<file path="config.mk">
export PLATFORM = sky130hd
export DESIGN_NAME = cn_msg_expander
export DESIGN_NICKNAME = d
export VERILOG_FILES = /design/src/rtl/ldpc_pkg.sv /design/src/rtl/cn_msg_select.sv /design/src/rtl/cn_msg_expander.sv
export SDC_FILE = /design/constraint.sdc
export NUM_CORES = 1
export LEC_CHECK = 0
export ABC_AREA = 1
export CORE_MARGIN = 10
export CORE_UTILIZATION = 50
export DETAILED_ROUTE_END_ITERATION = 6
export PLACE_DENSITY = 0.78
export SYNTH_ARGS = -nofsm -noshare
export SYNTH_HDL_FRONTEND = slang
export SYNTH_SLANG_ARGS = --single-unit
</file>
<file path="constraint.sdc">
create_clock -name clk -period 3.2 [get_ports clk]
set_input_delay 0.64 -clock clk [delete_from_list [all_inputs] [get_ports clk]]
set_output_delay 0.64 -clock clk [all_outputs]
set_load 0.02 [all_outputs]
</file>
<file path="src/rtl/ldpc_pkg.sv">
// Shared LDPC decoder constants and check-node expander state encoding.
// Default widths match the layered min-sum datapath.
package ldpc_pkg;

    localparam int NOB     = 4;
    localparam int MAX_DEG = 19;
    localparam int IW      = 5;

    typedef enum logic {
        IDLE,
        STREAM
    } state_t;

endpackage

</file>
<file path="src/rtl/cn_msg_select.sv">
// Per-edge check-to-variable message: min1/min2 pick, offset with
// saturation at zero, and extrinsic sign.
module cn_msg_select #(
    parameter int           NOB    = 4,
    parameter logic [NOB:0] OFFSET = '0
) (
    input  logic [NOB:0]             min1,
    input  logic [NOB:0]             min2,
    input  logic [ldpc_pkg::IW-1:0]  idx,
    input  logic [ldpc_pkg::IW-1:0]  edge_idx,
    input  logic                     tsgn,
    input  logic                     esgn,
    output logic                     sign,
    output logic [NOB:0]             mag
);

    logic [NOB:0] sel;

    // The min1 edge must not see its own magnitude, so it gets min2.
    assign sel  = (edge_idx == idx) ? min2 : min1;
    assign mag  = (sel > OFFSET) ? sel - OFFSET : '0;
    assign sign = tsgn ^ esgn;

endmodule

</file>
<file path="src/rtl/cn_msg_expander.sv">
// Expands a compressed check-node record (min1, min2, idx, signs)
// into one check-to-variable message per edge over a valid/ready stream.
module cn_msg_expander #(
    parameter int           NOB     = ldpc_pkg::NOB,
    parameter int           MAX_DEG = ldpc_pkg::MAX_DEG,
    parameter logic [NOB:0] OFFSET  = '0
) (
    input  logic               clk,
    input  logic               rst,
    input  logic               in_valid,
    output logic               in_ready,
    input  logic [NOB:0]       in_min1,
    input  logic [NOB:0]       in_min2,
    input  logic [4:0]         in_idx,
    input  logic [MAX_DEG-1:0] in_sgn,
    input  logic [4:0]         in_deg,
    output logic               out_valid,
    input  logic               out_ready,
    output logic [4:0]         out_edge,
    output logic               out_sign,
    output logic [NOB:0]       out_mag,
    output logic               out_last,
    output logic               err
);

    import ldpc_pkg::*;

    state_t             state, state_nxt;
    logic [NOB:0]       min1_q, min2_q;
    logic [IW-1:0]      idx_q, deg_q, edge_q, edge_nxt;
    logic [MAX_DEG-1:0] sgn_q;
    logic [31:0]        sgn_x;
    logic               tsgn_q, tsgn_in, err_q;
    logic               legal, accept, load, beat;

    assign legal = (in_deg >= IW'(2)) && (in_deg <= IW'(MAX_DEG));

    assign out_valid = (state == STREAM);
    assign out_last  = out_valid && (edge_q == deg_q - IW'(1));
    assign beat      = out_valid & out_ready;
    assign in_ready  = (state == IDLE) || (beat && out_last);
    assign accept    = in_valid & in_ready;
    assign load      = accept & legal;
    assign out_edge  = edge_q;
    assign err       = err_q;
    assign sgn_x     = 32'(sgn_q);

    // Parity over the row's live edges only; upper sign bits are don't-care.
    always_comb begin
        tsgn_in = 1'b0;
        for (int i = 0; i < MAX_DEG; i++) begin
            if (i < int'(in_deg))
                tsgn_in = tsgn_in ^ in_sgn[i];
        end
    end

    always_comb begin
        state_nxt = state;
        edge_nxt  = edge_q;
        case (state)
            IDLE: begin
                if (load) begin
                    state_nxt = STREAM;
                    edge_nxt  = '0;
                end
            end
            STREAM: begin
                if (beat) begin
                    if (out_last) begin
                        state_nxt = load ? STREAM : IDLE;
                        edge_nxt  = '0;
                    end else begin
                        edge_nxt = edge_q + IW'(1);
                    end
                end
            end
            default: state_nxt = IDLE;
        endcase
    end

    always_ff @(posedge clk or posedge rst) begin
        if (rst) begin
            state  <= IDLE;
            edge_q <= '0;
            err_q  <= 1'b0;
            min1_q <= '0;
            min2_q <= '0;
            idx_q  <= '0;
            deg_q  <= '0;
            sgn_q  <= '0;
            tsgn_q <= 1'b0;
        end else begin
            state  <= state_nxt;
            edge_q <= edge_nxt;
            err_q  <= accept & ~legal;
            if (load) begin
                min1_q <= in_min1;
                min2_q <= in_min2;
                idx_q  <= in_idx;
                deg_q  <= in_deg;
                sgn_q  <= in_sgn;
                tsgn_q <= tsgn_in;
            end
        end
    end

    cn_msg_select #(
        .NOB    (NOB),
        .OFFSET (OFFSET)
    ) u_sel (
        .min1     (min1_q),
        .min2     (min2_q),
        .idx      (idx_q),
        .edge_idx (edge_q),
        .tsgn     (tsgn_q),
        .esgn     (sgn_x[edge_q]),
        .sign     (out_sign),
        .mag      (out_mag)
    );

endmodule

</file>
==> impl_summary.txt <==
----------------------------------------------------
[Job]
  Number of violations of the max-capacitance limit ... 0

[Pwr]
  Internal power of the cells ... 1670 uW
  Leakage component of the power ... approximately 0.0019 uW
  Switching Share ... 0.4256
  Sequential share of power ... 0.375
  Part of the total power dissipated in the clock network ... 0.128
  Total Power Consumption ... just under 3000 uW
  Combinational group share of total power ... 0.497
  Switching power ... 1237 uW
  Worst IR drop on VDD ... 448.8 uV
  Power density over cell area ... ~800 nW/um^2

[Cells and area]
  Ant. Diodes ... 0
  Proportion of layout cells with a drive suffix above 1 ... 0.04303
  Final nets ... 532
  Non-filler instance count after layout ... 560
  Number of fillers in the final layout ... 504
  Area grow syn2layout ... 24.24%

[Timing]
  Final-report max-slew violation count ... 0
  Number of hold violations in the final report ... 0
  Measured slew at the worst slew-check pin ... 585.6 ps
  Fin Clk Skew ... 9.193 ps
  Period utilization ... 0.9310
  Headroom to the max-slew limit ... 0.6096
  Final setup violation count ... 0
  Max Freq ... 0.3356 GHz
  Setup tns final ... 0 ps
  Unrepaired setup endpoints after global routing ... false
  Time the worst path needs with I/O delays and setup ... 2979 ps

[Route]
  Number of iterations in the first detailed-routing pass ... 5
  Final routed DRC violation total ... 0
  Vias ... 2913
  Routed length per placed instance ... 13.23 um
  Residual antenna-violating net count after detailed routing ... 0
  Final WL ... 7.410 mm
  DR iter-0 viols ... 239
  Number of vias per cell after detailed routing ... roughly 5.2

[Clocking]
  Total CTS buffers ... 5
  Maximum clock path buffer count ... 2
  CTS tree ... built
  Clock edge transition at the registers on the reported setup and hold paths ... 90 ps
  Clock latency of the later-clocked register in the worst-skew pair ... 300 ps
  Number of sinks on the clock net ... 47
  Root cell of the clock tree ... sky130_fd_sc_hd__clkbuf_8
  H-tree depth ... 2
  Buffers inserted during post-CTS setup optimization ... 0
  Hold_buf cts ... 0

[Synthesis]
  Number of warning messages in the yosys log ... 0
  Number of synthesized register bits ... 47
  Cells after synthesis ... 432
  Largest cells by area after synthesis ... sky130_fd_sc_hd__dfrtp_1, sky130_fd_sc_hd__nand2_1, sky130_fd_sc_hd__inv_1, sky130_fd_sc_hd__nand3_1, sky130_fd_sc_hd__o21ai_0
  Fraction of the yosys area taken by sequential cells ... 0.3976
  Number of nets in the synthesized netlist ... 477
  Average instance area after synthesis ... 6.847 um^2
  Area leader, netlist ... sky130_fd_sc_hd__dfrtp_1
  Share of the synthesized area in the top cell type ... 0.3976
  Post-synth design cell area ... about 3000 um^2
  Synth unique cells ... 29

[Critical path]
  Arrival time at the worst endpoint ... 2340 ps
  Kind of critical path ... register to output pin
  Critical path buffer and inverter count ... 1
  Slowest-stage cell, CP ... sky130_fd_sc_hd__clkdlybuf4s50_1
  Element type at the critical path start ... register
  Crit-path leading delay family ... buffers and inverters
  Largest stage delay, worst path ... about 640 ps
  Kind of end point of the critical path ... output pin
  Worst-path maximum fanout ... 10
  Chain of cells forming the critical path ... xor2_1 -> nor2_1 -> nand4_1 -> o21ai_0 -> clkdlybuf4s50_1
  Endpoint required time on the critical path ... 2560 ps

[Place]
  Number of cells in the design after placement ... between 500 and 600
  RD Place Congestion ... 0.9361
  Final HPWL DP ... 5.876 mm
  Number of buffers inserted by port buffering ... 57

[Floorplanning]
  Starting Density ... 0.5274
  Overall die area ... 9393 um^2
  Die W ... 96.92 um
  Area of the core ... 5608 um^2
  Number of placed I/O pins ... 58
  Number of rows created at floorplan ... 27
  Vert. Die Dim ... roughly 97 um

[Global routing]
  Combined global-route utilization of all metal layers ... 0.1556
  Global-route wire length before repair ... 12.72 mm
  Antenna violations before repair ... 0
  Vias in the first global route ... 2804
  Grt ovf ... 0
  Pin count of the biggest net entering global routing ... 48

[Outcome]
  Result of the run ... finished, final reports clean

[Min path]
  Min-delay worst type ... register to register

----------------------------------------------------
tightest hold or removal path, stage by stage, from the launching register on:
cell	delay, ps
sky130_fd_sc_hd__dfrtp_1	350
sky130_fd_sc_hd__nand2_1	50
sky130_fd_sc_hd__nand2_1	40
through the flow:
stage               setup slack (ps)  cell area (um^2)  hold slack [ps]  utilization
floorplan                      894.9              2958            436.7            -
global route                   11.34              3675            497.3       0.6553
finish                         220.7              3675            478.9       0.6553
CTS                            64.17              3669            480.4       0.6542
global placement               383.2              3575            457.3       0.6374
detailed placement             315.6              3575            456.3       0.6374
cells in the mapped netlist (all sizes together):
cell type	number
nand3	38
dfrtp	47
xor2	9
o211ai	1
nand4	9
buf	13
nand3b	2
inv	51
ha	2
nor2	31
nand2	170
clkbuf	1
xnor2	6
o31ai	1
a31oi	1
a22oi	1
o21ai	39
a21oi	6
nor3	4
final timing paths:
check	depth (start not counted)	from	endpoint	slack, ps
max	5	out_edge[4]$_DFFE_PP0P_	out_mag[0]	220
min	2	min1_q[1]$_DFFE_PP0P_	min1_q[1]$_DFFE_PP0P_	480
max reg2reg	14	deg_q[0]$_DFFE_PP0P_	deg_q[1]$_DFFE_PP0P_	810
min reg2reg	2	min1_q[1]$_DFFE_PP0P_	min1_q[1]$_DFFE_PP0P_	480
max in group asynchronous	3	rst	out_edge[1]$_DFFE_PP0P_	1990
min in group asynchronous	3	rst	err$_DFF_PP0_	780
per-layer routing:
| metal | wire, um | GRT usage | part of all wire | vias up |
|---|---|---|---|---|
| li1 | - | - | - | 1467 |
| met1 | 3393 | 0.2006 | 0.46 | 1312 |
| met2 | 3372 | 0.2520 | 0.46 | 124 |
| met3 | 543 | 0.03123 | 0.073 | 10 |
| met4 | 100 | 0.05186 | 0.013 | 0 |
| met5 | 0 | 0 | 0 | - |
registers in the layout (all words and copies together), names as in the netlist:
| register | flops |
|---|---|
| min2_q | 5 |
| idx_q | 5 |
| tsgn_q | 1 |
| err | 1 |
| sgn_q | 19 |
| min1_q | 5 |
| out_valid | 1 |
| deg_q | 5 |
| out_edge | 5 |
timing repair:
item                                    4_1_cts  5_1_grt
hold endpoints to repair                      0        0
endpoints found under the setup margin        1        2
resized for setup                             1        3
layout by cell type, fill, tap and decap left out, drive strengths merged:
master and instances:
ha 2, o211ai 1, a21oi 6, clkdlybuf4s50 54, nand2 170, xor2 9
buf 5, dfrtp 47, nor3 4, clkinv 2, a31oi 1, dlygate4sd2 1
clkbuf 7, nand3 38, inv 50, xnor2 6, nand3b 2, a22oi 1
o21ai 39, nor2 31, nand4 9, dlymetal6s2s 2, o31ai 1
kinds of logic after synthesis:
logic type	Yosys count	synth area share
AO/OA/AOI/OAI	49	0.09222
buffers and inverters	65	0.09644
XOR/XNOR	15	0.04442
AND/OR/NAND/NOR	254	0.3608
flip-flops	47	0.3976
adder cells (fa/ha/maj)	2	0.008459
cell type report:
class | instances | area, um^2 | area share
clock buffers | 7 | 86.33 | 0.02349
clock inverters | 1 | 8.758 | 0.002383
inverters | 51 | 191.4 | 0.05209
multi-input cells | 320 | 1496 | 0.4072
flip-flops and latches | 47 | 1177 | 0.3204
well taps | 72 | 90.09 | 0.02451
repair buffers | 62 | 624.3 | 0.1699
power by group through the flow:
stage	clock network [uW]	registers (uW)	logic (uW)
5_1_grt	400	1120	1640
3_3_place_gp	0	1090	1430
6_report	371	1090	1440
2_1_floorplan	0	1040	1020
4_1_cts	377	1090	1470
3_5_place_dp	0	1100	1460
Power figures use the tool's default switching activity.
